--- src/rtl/mem_arbiter.sv ---
// Arbiter for the shared instruction/data memory port.
// Only one transaction is in flight at a time, and the memory has a fixed
// read latency. Data accesses have priority over fetches. A streak limiter
// forces a fetch grant after MAX_DSTREAK consecutive data grants made while
// a fetch was waiting.
//
// state   | meaning
// --------+---------------------------------------------------------------
// ST_IDLE | no transaction outstanding; any pending request may be granted
// ST_BUSY | one transaction outstanding; cnt counts down to its response
module mem_arbiter #(
  parameter int LAT         = 2,
  parameter int MAX_DSTREAK = 4
) (
  input  logic        clk,
  input  logic        rst,
  input  logic        if_req,
  input  logic [31:0] if_addr,
  output logic        if_gnt,
  output logic        if_rvalid,
  output logic [31:0] if_rdata,
  input  logic        d_req,
  input  logic        d_we,
  input  logic [1:0]  d_size,
  input  logic [31:0] d_addr,
  input  logic [31:0] d_wdata,
  output logic        d_gnt,
  output logic        d_rvalid,
  output logic [31:0] d_rdata,
  output logic        m_en,
  output logic        m_we,
  output logic [1:0]  m_size,
  output logic [31:0] m_addr,
  output logic [31:0] m_wdata,
  input  logic [31:0] m_rdata
);

  localparam logic [3:0] LAT_C = 4'(LAT);
  localparam logic [3:0] MAX_C = 4'(MAX_DSTREAK);

  typedef enum logic {
    ST_IDLE = 1'b0,
    ST_BUSY = 1'b1
  } state_t;

  state_t     state, state_n;
  logic       owner, owner_n;        // 0 fetch, 1 data
  logic       owner_we, owner_we_n;
  logic [3:0] cnt, cnt_n;
  logic [3:0] dstreak, dstreak_n;
  logic       resp, window, win_d, win_i;

  // State register; reset drops any outstanding transaction and its response.
  always_ff @(posedge clk) begin
    if (rst) begin
      state    <= ST_IDLE;
      owner    <= 1'b0;
      owner_we <= 1'b0;
      cnt      <= '0;
      dstreak  <= '0;
    end else begin
      state    <= state_n;
      owner    <= owner_n;
      owner_we <= owner_we_n;
      cnt      <= cnt_n;
      dstreak  <= dstreak_n;
    end
  end

  // Arbitration, next-state logic and the memory/response output muxes.
  always_comb begin
    state_n    = state;
    owner_n    = owner;
    owner_we_n = owner_we;
    cnt_n      = cnt;
    dstreak_n  = dstreak;
    if_gnt     = 1'b0;
    d_gnt      = 1'b0;
    if_rvalid  = 1'b0;
    d_rvalid   = 1'b0;
    if_rdata   = '0;
    d_rdata    = '0;
    m_en       = 1'b0;
    m_we       = 1'b0;
    m_size     = 2'b00;
    m_addr     = '0;
    m_wdata    = '0;

    // The response cycle doubles as the next arbitration window, so a
    // back-to-back request costs no idle cycle. Everything is held quiet
    // while rst is asserted.
    resp   = !rst && (state == ST_BUSY) && (cnt == 4'd1);
    window = !rst && ((state == ST_IDLE) || resp);
    win_d  = window && d_req && !(if_req && (dstreak == MAX_C));
    win_i  = window && if_req && !win_d;

    if (win_d || win_i) begin
      state_n    = ST_BUSY;
      owner_n    = win_d;
      owner_we_n = win_d && d_we;
      cnt_n      = LAT_C;
    end else if (resp) begin
      state_n = ST_IDLE;
      cnt_n   = '0;
    end else if (state == ST_BUSY) begin
      cnt_n = cnt - 4'd1;
    end

    // The streak only counts data grants made while a fetch is waiting.
    if (!if_req || win_i) begin
      dstreak_n = '0;
    end else if (win_d && (dstreak != MAX_C)) begin
      dstreak_n = dstreak + 4'd1;
    end

    if_gnt = win_i;
    d_gnt  = win_d;
    m_en   = win_d || win_i;
    if (win_d) begin
      m_we    = d_we;
      m_size  = d_size;
      m_addr  = d_addr;
      m_wdata = d_wdata;
    end else if (win_i) begin
      m_size = 2'b10;
      m_addr = if_addr;
    end

    if_rvalid = resp && !owner;
    d_rvalid  = resp && owner;
    if (if_rvalid) begin
      if_rdata = m_rdata;
    end
    if (d_rvalid && !owner_we) begin
      d_rdata = m_rdata;
    end
  end

endmodule

--- config.mk ---
export PLATFORM = sky130hd
export DESIGN_NAME = mem_arbiter
export DESIGN_NICKNAME = d
export VERILOG_FILES = /design/src/rtl/mem_arbiter.sv
export SDC_FILE = /design/constraint.sdc
export NUM_CORES = 1
export LEC_CHECK = 0
export CORE_AREA = 2 2 105 107
export CTS_CLUSTER_SIZE = 10
export DETAILED_ROUTE_END_ITERATION = 7
export DIE_AREA = 0 0 107 109
export PLACE_DENSITY = 0.66
export SLEW_MARGIN = 20
export SYNTH_ARGS = -nofsm -noshare
export SYNTH_HDL_FRONTEND = slang
export SYNTH_SLANG_ARGS = --single-unit
--- constraint.sdc ---
create_clock -name clk -period 4.8 [get_ports clk]
set_input_delay 0.96 -clock clk [delete_from_list [all_inputs] [get_ports clk]]
set_output_delay 0.96 -clock clk [all_outputs]
set_load 0.005 [all_outputs]
After elaboration in Yosys (flattened, before gate mapping)
Index checks and enable logic that the tools add are counted.
Word-level totals
  bits in registers: 11
  word-level logic and storage cells: 51
  input port bits: 135
Cells by class
  bitwise operators: 1
  $add $sub $neg: 2
  equal/unequal tests: 3
  multiplexer cells: 13
  reductions and logical operators: 26
Operators by type and width (number)
  $mux 32: 5
  $logic_and 1x1->1: 13
  $mux 2: 5
  $logic_not 1->1: 6
  $add 4x1->4 const B: 1
  $eq 4x1->1 const B: 1
  $eq 4x3->1 const B: 1
  $ne 4x3->1 const B: 1
  $sub 4x1->4 const B: 1
  $logic_or 1x1->1: 3
  $mux 1: 3
  $reduce_bool 3->1: 1
  $reduce_or 3->1: 1
  $reduce_bool 2->1: 1
  $reduce_or 2->1: 1
  $not 1->1: 1

Longest topological paths before layout
  depth after elaboration: 11
  mapped depth: 8
  gate-level depth less buffers: 6

Least setup slack after synthesis
OpenSTA, ideal clock, no wires.
  path kind: input-to-output
  start point: in if_req
  end point: out m_addr[10]
  stages: 6
  path slack: 1.570 ns
  data arrival time: 2.270 ns
  path buffers: 3
  required time: 3.840 ns
  cell sequence: clkbuf_1 nor2b_1 nor2b_1 clkbuf_1 clkbuf_1 a32o_1
Between the ends
  word-level cells in the longest chain between the ends: 7
  elaborated cells on any way between the ends: 8
  classes of those cells: mux: 2; reduce/logical: 6
RTL lines
  from (decl): line 17  | input logic if_req,
  $logic_and 1x1->1: line 94  | win_d = window && d_req && !(if_req && (dstreak == MAX_C));
  $logic_not 1->1: line 94
  $logic_and 1x1->1: line 94
  $logic_not 1->1: line 95  | win_i = window && if_req && !win_d;
  $logic_and 1x1->1: line 95
  $mux 32: line 124  | end else if (win_i) begin
  $mux 32 (*): line 119  | if (win_d) begin
  to (decl): line 33  | output logic [31:0] m_addr,
Mark *: on every way between the ends. The rest lies on a longest branch, timed or not.

Worst setup path in the final report
  start point: in rst
  end point: out m_addr[31]
Between the ends
  word-level cells in the longest chain between the ends: 11
  elaborated cells on any way between the ends: 12
  classes of those cells: mux: 2; reduce/logical: 10
RTL lines
  from (decl): line 16  | input logic rst,
  $logic_not 1->1 (*): line 92, 93
  $logic_and 1x1->1 (2 in series): line 92  | resp = !rst && (state == ST_BUSY) && (cnt == 4'd1);
  $logic_or 1x1->1: line 93  | window = !rst && ((state == ST_IDLE) || resp);
  $logic_and 1x1->1 (*): line 93
  $logic_and 1x1->1 (2 in series): line 94
  $logic_not 1->1: line 95
  $logic_and 1x1->1: line 95
  $mux 32: line 124
  $mux 32 (*): line 119
Marked as above.

==> results.sh <==
export IMPL_die_w_um=107
export IMPL_io_buffers=270
export IMPL_grt_first_pass_wirelength_um=13900
export IMPL_timing_max_slew_rel_slack_pct=50.5
export IMPL_crit_path_max_incr_delay_ps=530
export IMPL_worst_ep_arrival_time_ps=3290
export IMPL_worstPathCellList="clkdlybuf4s50_1 -> or4b_4 -> a221oi_4 -> buf_12 -> a32o_1 -> clkdlybuf4s50_1"
export IMPL_yosys_cell_types_count=32
export IMPL_grt_start_max_net_pins=73
export IMPL_power_per_cell_area_nw_per_um2=104
export IMPL_cts_root_buffer="clkbuf_8"
export IMPL_ys_seq_elements=11
export IMPL_synth_top_cell_area_share_pct=23.8
export IMPL_placed_area_sq_um=4550
export IMPL_grtUsageMet3_pct=4.78
export IMPL_grt_most_used_layer="met2"
export IMPL_yosys_top_cells_area="and2_1 (24%), a32o_1 (19%), dfxtp_1 (13%), and3_1 (13%), clkbuf_1 (4.8%)"
export IMPL_synth_area_per_inst_sq_um=7.20
export IMPL_overflow=0
export IMPL_drt_pre_antenna_iters=4
export IMPL_mappedNetlistArea_sq_um=1710
export IMPL_final_max_slew_viol_count=0
export IMPL_synth_warnings=0
export IMPL_crit_path_max_fanout=72
export IMPL_clock_sinks=11
export IMPL_fin_worst_skew_ps=2.55
export IMPL_utilization_pct=43.3
export IMPL_report_final_hold_viol_count=0
export IMPL_cts_hold_repair_buffers=0
export IMPL_ir_worst_vdd_mv=0.0667
export IMPL_min_period_over_period_pct=88.5
export IMPL_timing_critical_path_slowest_stage_cell="clkdlybuf4s50_1"
export IMPL_fmax_mhz=235
export IMPL_leading_area_contributor_after_synthesis="and2_1"
export IMPL_tritoncts="yes"
export IMPL_ant_nets=0
export IMPL_floorplan_core_area_sq_um=10600
export IMPL_crit_path_frequent_cell="clkdlybuf4s50_1"
export IMPL_track_usage_pct=14.9
export IMPL_synth_async_sr_flop_share_pct=0
export IMPL_layout_area_overhead_vs_synth_pct=169
export IMPL_drc_errors=0
export IMPL_cts_clk_slew_worst_paths_ps=50
export IMPL_leakage_nw=1.79
export IMPL_synth_main_ff_cell="dfxtp_1"
export IMPL_mappedNetlistNets=376
export IMPL_critPathTopFamily="buffers and inverters"
export IMPL_cells_after_synthesis=237
export IMPL_detailedPlacementHpwl_um=8000
export IMPL_grt_setup_unrepaired="false"
export IMPL_finalWorstPathRequiredPeriod_ps=4250
export IMPL_worst_skew_pair_late_latency_ps=240
export IMPL_status="finished clean"
export IMPL_grt_use_met2_pct=29.0
export IMPL_ctsResizeCount=0
export IMPL_worst_setup_path_end_kind="primary output"
export IMPL_floorplan_initialDensity_pct=16.1
export IMPL_htreeDepth=1
export IMPL_count_of_boundary_i_o_pins=271
export IMPL_placed_instances=626
export IMPL_timing_critical_path_buf_inv=3
export IMPL_grt_util_met1_pct=15.3
export IMPL_avgViaCountPerCell=4.42
export IMPL_worst_ep_required_time_ps=3840
export IMPL_count_of_routing_violations_after_the_opening_detailed_route_iteration=144
export IMPL_drt_wl_total_um=9700
export IMPL_gp_congestion=0.862
export IMPL_num_vias=2787
export IMPL_max_slew_worst_pin_slew_ps=742
export IMPL_holdCritPathClass="flop to flop"
export IMPL_maxCapViolations=0
export IMPL_dieHeight_um=109
export IMPL_cts_root_to_sink_buffers=2
export IMPL_finalSetupTns_ps=0
export IMPL_finalNetCount=630
export IMPL_finalSetupViolations=0
export IMPL_die_area_sq_um=11700
export IMPL_synth_edff_count=0
export IMPL_post_cts_buffers=0
export IMPL_antenna_found_initial=0
export IMPL_antenna_cells=0
export IMPL_numCtsBuffers=3
export IMPL_worst_setup_path_start_kind="input port"
export IMPL_post_route_cell_area_sq_um=4590
export IMPL_synth_yosys_seq_area_share_pct=12.9
export IMPL_final_layout_size_suffix_gt1_share_pct=2.86
export IMPL_first_global_vias=2688
export IMPL_nFillCells=1041
export IMPL_worst_setup_path_type="input port to primary output"
export IMPL_whs_ps=517
export IMPL_fin_cells=630
export IMPL_placementRows=38
export IMPL_detail_route_wl_per_cell_um=15.4
final timing paths:
path	slack, ps	cells past startpoint	end	startpoint
worst max-delay path	550	6	m_addr[31]	rst
worst min-delay path	520	2	dstreak[0]	dstreak[0]
worst max register to register	2750	7	owner_we	cnt[1]
worst min register to register	520	2	dstreak[0]	dstreak[0]
tightest hold or removal path, delay by kind of cell, from the launching register on:
kind / cells / cell delay [ps]
DFF: 1 / 330
and+or+nand+nor: 1 / 60
AOI/OAI and AO/OA: 1 / 70
logic make-up after synthesis:
family,share of synthesized area [%]
DFF,12.9
adders and majority gates,2.93
and+or+nand+nor,48.9
xor gates and xnor gates,0.513
buffers and inverters,8.06
AOI/OAI and AO/OA,26.7
synth_stat cells (3+ instances only):
cell type  number
a21oi_1         4
a32o_1         32
and2_1         65
and3_1         35
buf_2           5
clkbuf_1       22
dfxtp_1        11
ha_1            4
inv_1           8
nand2_1         5
nand3_1         3
nor2_1          7
nor2b_1         6
nor3_1          4
nor3b_1         4
final cells by class:
| type | instances | area, sq um | area share [%] |
|---|---|---|---|
| Tap cell | 140 | 175 | 3.81 |
| Sequential cell | 11 | 220 | 4.79 |
| Timing Repair Buffer | 276 | 2770 | 60.3 |
| Clock buffer | 4 | 45.0 | 0.980 |
| Multi-Input combinational cell | 191 | 1350 | 29.4 |
| Inverter | 8 | 30.0 | 0.654 |
cell usage in the layout, fill, tap and decap left out:
cell type and count:
and3b_1 1, a21o_1 2, nor2b_2 1, nor3b_1 4, a31oi_1 1, a221oi_4 1, inv_1 8, nand4_1 2
and3_1 35, ha_1 4, xnor2_1 1, a211o_1 1, o31a_1 2, or2_2 2, buf_12 2, nand3b_1 1
a32oi_1 1, dfxtp_1 11, clkbuf_1 1, and2_1 65, a21boi_0 1, nor2_1 7, clkbuf_8 3, a32o_1 32
nand2_1 5, o22ai_1 1, nor2b_1 5, o41ai_1 1, a21oi_1 4, nand3_1 3, o21ai_0 2, nand2b_1 1
nor3_1 4, clkdlybuf4s50_1 270, or4b_4 1, buf_4 4
sequential cells by signal, indices dropped and copies added, names as in the netlist:
signal    flops
owner_we      1
state         1
dstreak       4
owner         1
cnt           4
power by group:
group	total [mW]	switching, mW	internal [mW]
combinational	0.286	0.0934	0.192
clock	0.0923	0.0341	0.0583
sequential	0.102	0.00504	0.0968
total	0.480	0.133	0.347
metal layers:
layer	up-vias	wire length, um
met5	-	0
met1	1260	3370
met4	0	126
met2	151	5200
li1	1368	-
met3	8	1010
per-stage QoR:
stage,setup WS [ps],power (mW)
3_5_place_dp,528,0.390
4_1_cts,522,0.486
6_report,554,0.480
2_1_floorplan,1570,0.187
5_1_grt,455,0.508
3_3_place_gp,566,0.388
(Power assumes the default switching activity.)
